`config.mk`:
```
export PLATFORM = sky130hd
export DESIGN_NAME = i_col_counter
export DESIGN_NICKNAME = d
export VERILOG_FILES = /design/src/rtl/img_pkg.sv /design/src/rtl/i_col_counter.sv
export SDC_FILE = /design/constraint.sdc
export NUM_CORES = 1
export LEC_CHECK = 0
export BUFFER_PORTS_ARGS = -buffer_cell sky130_fd_sc_hd__clkbuf_2
export CAP_MARGIN = 25
export CORE_MARGIN = 2
export CORE_UTILIZATION = 49
export CTS_BUF_LIST = sky130_fd_sc_hd__clkbuf_4 sky130_fd_sc_hd__clkbuf_8 sky130_fd_sc_hd__clkbuf_16
export DETAILED_ROUTE_END_ITERATION = 10
export GPL_TIMING_DRIVEN = 1
export PLACE_DENSITY = 0.76
export SLEW_MARGIN = 40
export SYNTH_ARGS = -nofsm -noshare
export SYNTH_HDL_FRONTEND = slang
export SYNTH_SLANG_ARGS = --single-unit
```
`constraint.sdc`:
```
create_clock -name clk -period 2 [get_ports clk]
set_input_delay 0.4 -clock clk [delete_from_list [all_inputs] [get_ports clk]]
set_output_delay 0.4 -clock clk [all_outputs]
set_load 0.01 [all_outputs]
```
`src/rtl/img_pkg.sv`:
```
// Shared image-dimension types for the column and row counters.
package img_pkg;
  localparam int IMG_DIM_W = 13;
  typedef logic [IMG_DIM_W-1:0] img_dim_t;
endpackage

```
`src/rtl/i_col_counter.sv`:
```
// Column index counter: 0..rollover_val-2, then wraps to 0 with a registered rollover_flag.
// Optional last_col output (combinational, value == terminal) enabled by I_COL_COUNTER_LAST_EN.
module i_col_counter
  import img_pkg::*;
#(
  parameter int WIDTH = IMG_DIM_W
) (
  input  logic             clk,
  input  logic             n_rst,
  input  logic             clear,
  input  logic             count_enable,
  input  logic [WIDTH-1:0] rollover_val,
`ifdef I_COL_COUNTER_LAST_EN
  output logic             last_col,
`endif
  output logic [WIDTH-1:0] value,
  output logic             rollover_flag
);

  logic [WIDTH-1:0] term;
  logic [WIDTH-1:0] value_nxt;
  logic             flag_nxt;

  // Terminal saturates at 0 for widths below 2; >= also catches a width lowered mid-row.
  always_comb begin
    term      = (rollover_val < WIDTH'(2)) ? '0 : rollover_val - WIDTH'(2);
    value_nxt = value;
    flag_nxt  = rollover_flag;
    if (clear) begin
      value_nxt = '0;
      flag_nxt  = 1'b0;
    end else if (count_enable) begin
      if (value >= term) begin
        value_nxt = '0;
        flag_nxt  = 1'b1;
      end else begin
        value_nxt = value + WIDTH'(1);
        flag_nxt  = 1'b0;
      end
    end
  end

  always_ff @(posedge clk or negedge n_rst) begin
    if (!n_rst) begin
      value         <= '0;
      rollover_flag <= 1'b0;
    end else begin
      value         <= value_nxt;
      rollover_flag <= flag_nxt;
    end
  end

`ifdef I_COL_COUNTER_LAST_EN
  assign last_col = (value == term);
`endif

endmodule

```
==> out/results.txt, run 1 <==
Routed wire length: 5600 µm
Sequential share of power: 43.7%
Data arrival time of the critical path: 2760 ps
First-pass GRT wire length: 7840 µm
Most frequent cells in the layout: buf_4 (33), clkbuf_2 (28), nand2_1 (25)
Die area: 3320 µm²
Setup TNS Final: -7260 ps
Post-route minimum period: 2600 ps
Cell Rows: 19
Pwr Total: 676 µW
Die Width: 57.6 µm
Pwr/cell area: 287 nW/µm²
Setup WS post-layout: -599 ps
Clk sink count: 14
Max Cap Violations: 0
Slew headroom: 63.0%
H-tree depth: 1
CP Capture Type: flop
RSZ-0062 raised after global routing: true
Worst EP required: 2160 ps
Failing checks: negative setup slack
Die height: 57.6 µm
Cell Area, Synth: 1410 µm²
Post-synth EDFFs: 0
CTS Buf Count: 3
PortBufs: 30
Comb power frac: 32.5%
Final ANT Viol Nets: 0
DR pass1 iterations: 9
Area grow syn2layout: 67.0%
Yosys top cell by area: dfrtp_1
Worst-Skew Late Latency: 280 ps
Largest net degree at the start of global routing: 15
# setup viols final: 14
CTS Buffer Depth: 2
Clock root cell: clkbuf_4
Filler cell count: 139
Leak: 1.05 nW
Via density: 6.35
Max-slew violation count: 0
Register Area: 350 µm²
Largest cells by area after synthesis: dfrtp_1 (25%), ha_1 (13%), nand2_1 (8.8%), nand3_1 (5.3%), nor2_1 (3.7%)
Cells on worst reg2reg path: 6
Syn Area/Cell: 7.96 µm²
Max FO, Critical Path: 6
CTS Hold Bufs: 0
Sequential area share after synthesis: 24.9%
# diodes: 0
# IOs: 31
Antenna violations before repair: 0
Grt ovf: 0
Worst slack, placed: -935 ps
Gpl congestion: 0.844
Async SR Flop Fraction: 100%
Internal Power: 458 µW
Vias in the first global route: 1,768
Worst-path clk slew: 90 ps
Status: finished, violations left
Final period util: 130%
Final nets: 280
HP Class: input port to async pin
Synthesized Nets: 209
Crit path launch type: input port
Synth Instances: 177
Residual DRC: 0
Seq cells post-synth: 14
Initial cell density of the core: 51.5%
DP HPWL: 3310 µm
Sw Pwr: 218 µW
Wirelength per Cell: 20.2 µm
Drt initial violations: 153
Worst IR Drop VDD: 532 µV
CTS tree: yes
GRT Overall Usage: 30.0%
Synth top area share: 24.9%
Total number of vias: 1,758
Unique masters post-synth: 45
Ratio of cells with drive above 1 in the final layout: 54.5%
Clk_skew: 13.4 ps
Core ar.: 2730 µm²
Synth Warn #: 0
Max Clk Rate: 385 MHz
Hold Vio Cnt, Final: 0
Primary FF master, synth: dfrtp_1
Clk pwr share: 23.8%
Worst-Margin Slew: 556 ps
Multi-input gate area: 1340 µm²
Sw Ratio: 32.2%
Setup CP Type: input port to flop
Most common cell after layout, fill and taps aside: buf_4
-- what timing repair did --
item	4_1_cts	5_1_grt
setup buffers	2	3
setup endpoints to repair	14	14
pin swaps	19	21
resized for setup	23	43
-- synthesized netlist by cell type (all sizes together), types with 2 or more instances --
| library cell | count |
|---|---|
| xor2 | 4 |
| buf | 3 |
| mux2i | 2 |
| ha | 15 |
| or3 | 2 |
| nor2 | 14 |
| inv | 6 |
| clkbuf | 2 |
| a32oi | 2 |
| nand2b | 2 |
| dfrtp | 14 |
| nand4 | 5 |
| xnor2 | 2 |
| nor4 | 3 |
| and3 | 2 |
| nand2 | 33 |
| nand3b | 2 |
| and2 | 4 |
| nor3 | 10 |
| o21ai | 3 |
| a21oi | 8 |
| o211ai | 8 |
| nand3 | 16 |
| a21boi | 2 |
| o311ai | 3 |
-- through the flow --
step           cells  hold slack [ps]  area, µm²  utilization [%]
6_report         277             11.1       2350             86.0
5_1_grt          277             28.7       2350             86.0
4_1_cts          274             22.8       2080             76.2
3_5_place_dp     269              326       1930             70.6
3_3_place_gp     269              327       1930             70.6
2_1_floorplan    177              104       1510                -
-- worst max-delay path: stages --
cell and delay [ps]:
clkbuf_2 130, buf_4 160, nor2_1 190, nand3b_1 150, nor2_1 210, xor2_1 230
nand2_1 100, ha_1 300, nand2_2 80, nor2_4 130, o311ai_4 130, buf_6 170
buf_6 120, a32oi_1 170, nor2_1 90
-- per-layer routing --
layer / global-route usage (%) / vias up / share of wire (%)
met5: 0 / - / 0
met3: 6.47 / 26 / 7.2
met1: 35.8 / 823 / 35
li1: - / 794 / -
met2: 53.2 / 115 / 55
met4: 10.3 / 0 / 3.4
-- cells by family after synthesis --
| logic type | count (synthesis) | synth area share (%) |
|---|---|---|
| simple gates | 97 | 35.5 |
| compound gates | 30 | 16.2 |
| fa+ha+maj | 15 | 13.3 |
| flops | 14 | 24.9 |
| buf+inv | 12 | 4.17 |
| xor+xnor | 6 | 3.73 |
| mux | 3 | 2.22 |
-- worst paths after layout --
kind | start | end | slack, ps
setup / recovery | rollover_val[3] | value[5]$_DFFE_PN0P_ | -600
hold / removal | n_rst | value[12]$_DFFE_PN0P_ | 10
setup reg to reg | value[0]$_DFFE_PN0P_ | value[12]$_DFFE_PN0P_ | -10
hold reg to reg | value[0]$_DFFE_PN0P_ | value[0]$_DFFE_PN0P_ | 620
max in group asynchronous | n_rst | value[2]$_DFFE_PN0P_ | 1700
min in group clk | clear | rollover_flag$_DFFE_PN0P_ | 360
-- sequential cells by signal, indices dropped and copies added, names as in the netlist --
| signal | flops |
|---|---|
| rollover_flag | 1 |
| value | 13 |
-- power groups by stage --
stage	combinational, mW	sequential [mW]	clock, mW
after floorplan	0.0736	0.301	0
after global routing	0.238	0.296	0.176
final	0.220	0.295	0.161
after CTS	0.182	0.294	0.160
after global placement	0.153	0.300	0
after detailed placement	0.160	0.300	0
-- layout make-up --
type	count	area share, %
repair buffers	72	23.5
well taps	31	1.65
clock buffers	3	0.957
flip-flops and latches	14	14.9
multi-input cells	151	57.0
inverters	6	2.02
Note: power is estimated with default switching activity, not from simulation.
==> run 2, diff against run 1 <==
Settings changed: CORE_MARGIN 2 to 1, RECOVER_POWER set to 25.
==> out/results.txt, run 2 (synthesis gave the netlist of run 1 again) <==
Status: finished, violations left
Failing checks: negative setup slack
Filler cell count: 162
Drt initial violations: 118
Residual DRC: 0
Worst IR Drop VDD: 519 µV
Slowest CP cell: ha_4
Final period util: 128%
Most used cell, CP: nand2_1
Worst EP required: 2180 ps
Slew headroom: 46.5%
Largest reg by FF count: value
# diodes: 0
Gpl congestion: 0.893
Post-route minimum period: 2570 ps
DP HPWL: 3260 µm
Final core occ: 82.9%
Clk_skew: 2.39 ps
RSZ-0062 raised after global routing: true
Largest net degree at the start of global routing: 15
Worst-path clk slew: 80 ps
Setup CP Type: input port to flop
Hold Vio Cnt, Final: 0
Hold WS: 174 ps
Most common cell after layout, fill and taps aside: buf_4
Grt ovf: 0
Area grow syn2layout: 60.9%
Pwr/cell area: 292 nW/µm²
CP Capture Type: flop
Wirelength per Cell: 18.4 µm
Ratio of cells with drive above 1 in the final layout: 50.4%
Routed wire length: 5140 µm
GRT Overall Usage: 33.3%
Data arrival time of the critical path: 2750 ps
Leak: 1.05 nW
First-pass GRT wire length: 8140 µm
H-tree depth: 1
CTS tree: yes
Final ANT Viol Nets: 0
Cell Rows: 19
Total number of vias: 1,731
Die height: 55.6 µm
Setup WS post-layout: -570 ps
Antenna violations before repair: 0
Max FO, Critical Path: 5
HP Class: input port to async pin
Core ar.: 2730 µm²
Final nets: 282
Worst-Margin Slew: 803 ps
Vias in the first global route: 1,713
Via density: 6.20
Die Width: 55.6 µm
PortBufs: 30
Worst slack, placed: -926 ps
Clock root cell: clkbuf_4
Max Cap Violations: 0
Worst-Skew Late Latency: 280 ps
CP Cell Sequence: clkbuf_16 > nor3_4 > nor3b_4 > buf_4 > nand2_1 > xnor2_1 > nand2_1 > ha_4 > nand2_4 > o21ai_2 > a21oi_4 > buf_6 > and2_4 > a32o_1
Die area: 3090 µm²
Crit path largest cell delay: 320 ps
Initial cell density of the core: 51.5%
# IOs: 31
Crit path launch type: input port
Biggest regs: value x13, rollover_flag x1
DR pass1 iterations: 5
Setup TNS Final: -6980 ps
Most frequent cells in the layout: buf_4 (34), nand2_1 (27), clkbuf_2 (25)
Dpl cell area: 1940 µm²
Finished Cell Area: 2270 µm²
CTS Buffer Depth: 2
Max Clk Rate: 389 MHz
Clk sink count: 14
# setup viols final: 14
CTS Buf Count: 3
Max-slew violation count: 0
Max reg flops: 13
run 2: cell type report:
cell class / count / area (µm²) / share of cell area (%)
sequential: 14 / 350 / 15.5
clock buffer: 3 / 22.5 / 0.993
inverter: 6 / 42.5 / 1.88
tap: 31 / 38.8 / 1.71
timing repair buffer: 74 / 566 / 24.9
multi-input combinational: 151 / 1250 / 55.0
run 2: worst paths after layout:
path / startpoint / to / slack [ps] / depth (start not counted)
worst max register to register: value[0]$_DFFE_PN0P_ / value[12]$_DFFE_PN0P_ / 0 / 7
worst min register to register: value[0]$_DFFE_PN0P_ / value[0]$_DFFE_PN0P_ / 630 / 2
min in group clk: clear / rollover_flag$_DFFE_PN0P_ / 350 / 2
max in group asynchronous: n_rst / rollover_flag$_DFFE_PN0P_ / 1330 / 1
worst max-delay path: rollover_val[3] / value[1]$_DFFE_PN0P_ / -570 / 14
worst min-delay path: n_rst / value[6]$_DFFE_PN0P_ / 170 / 1
run 2: metrics by stage:
step	total power, mW	cells
detailed placement	0.463	270
CTS	0.652	278
floorplan	0.375	177
global placement	0.455	270
finish	0.662	279
global route	0.696	279
run 2: what timing repair did:
item / CTS / global route
endpoints found under the setup margin: 14 / 14
resized for setup: 46 / 10
pin swaps: 20 / 5
endpoints found under the hold margin: 0 / 0
setup buffers: 4 / 1
cloned: 1 / 0
hold buffers: 0 / 0
run 2: where the power goes:
group | total (mW) | switching [mW] | internal [mW]
logic | 0.208 | 0.113 | 0.0954
clock network | 0.162 | 0.0916 | 0.0700
registers | 0.292 | 0.00500 | 0.287
total | 0.662 | 0.209 | 0.453
run 2: critical path: cells and delay by family:
family | cells | cell delay [ps]
buffers and inverters | 3 | 440
adders and majority gates | 1 | 320
and+or+nand+nor | 6 | 940
AOI/OAI and AO/OA | 3 | 500
xor gates and xnor gates | 1 | 140
run 2: routing by layer:
layer,share of wire [%],global-route usage (%),vias up
li1,-,-,796
met1,40,40.6,830
met2,52,60.2,85
met3,4.9,6.28,20
met4,2.4,7.86,0
met5,0,0,-
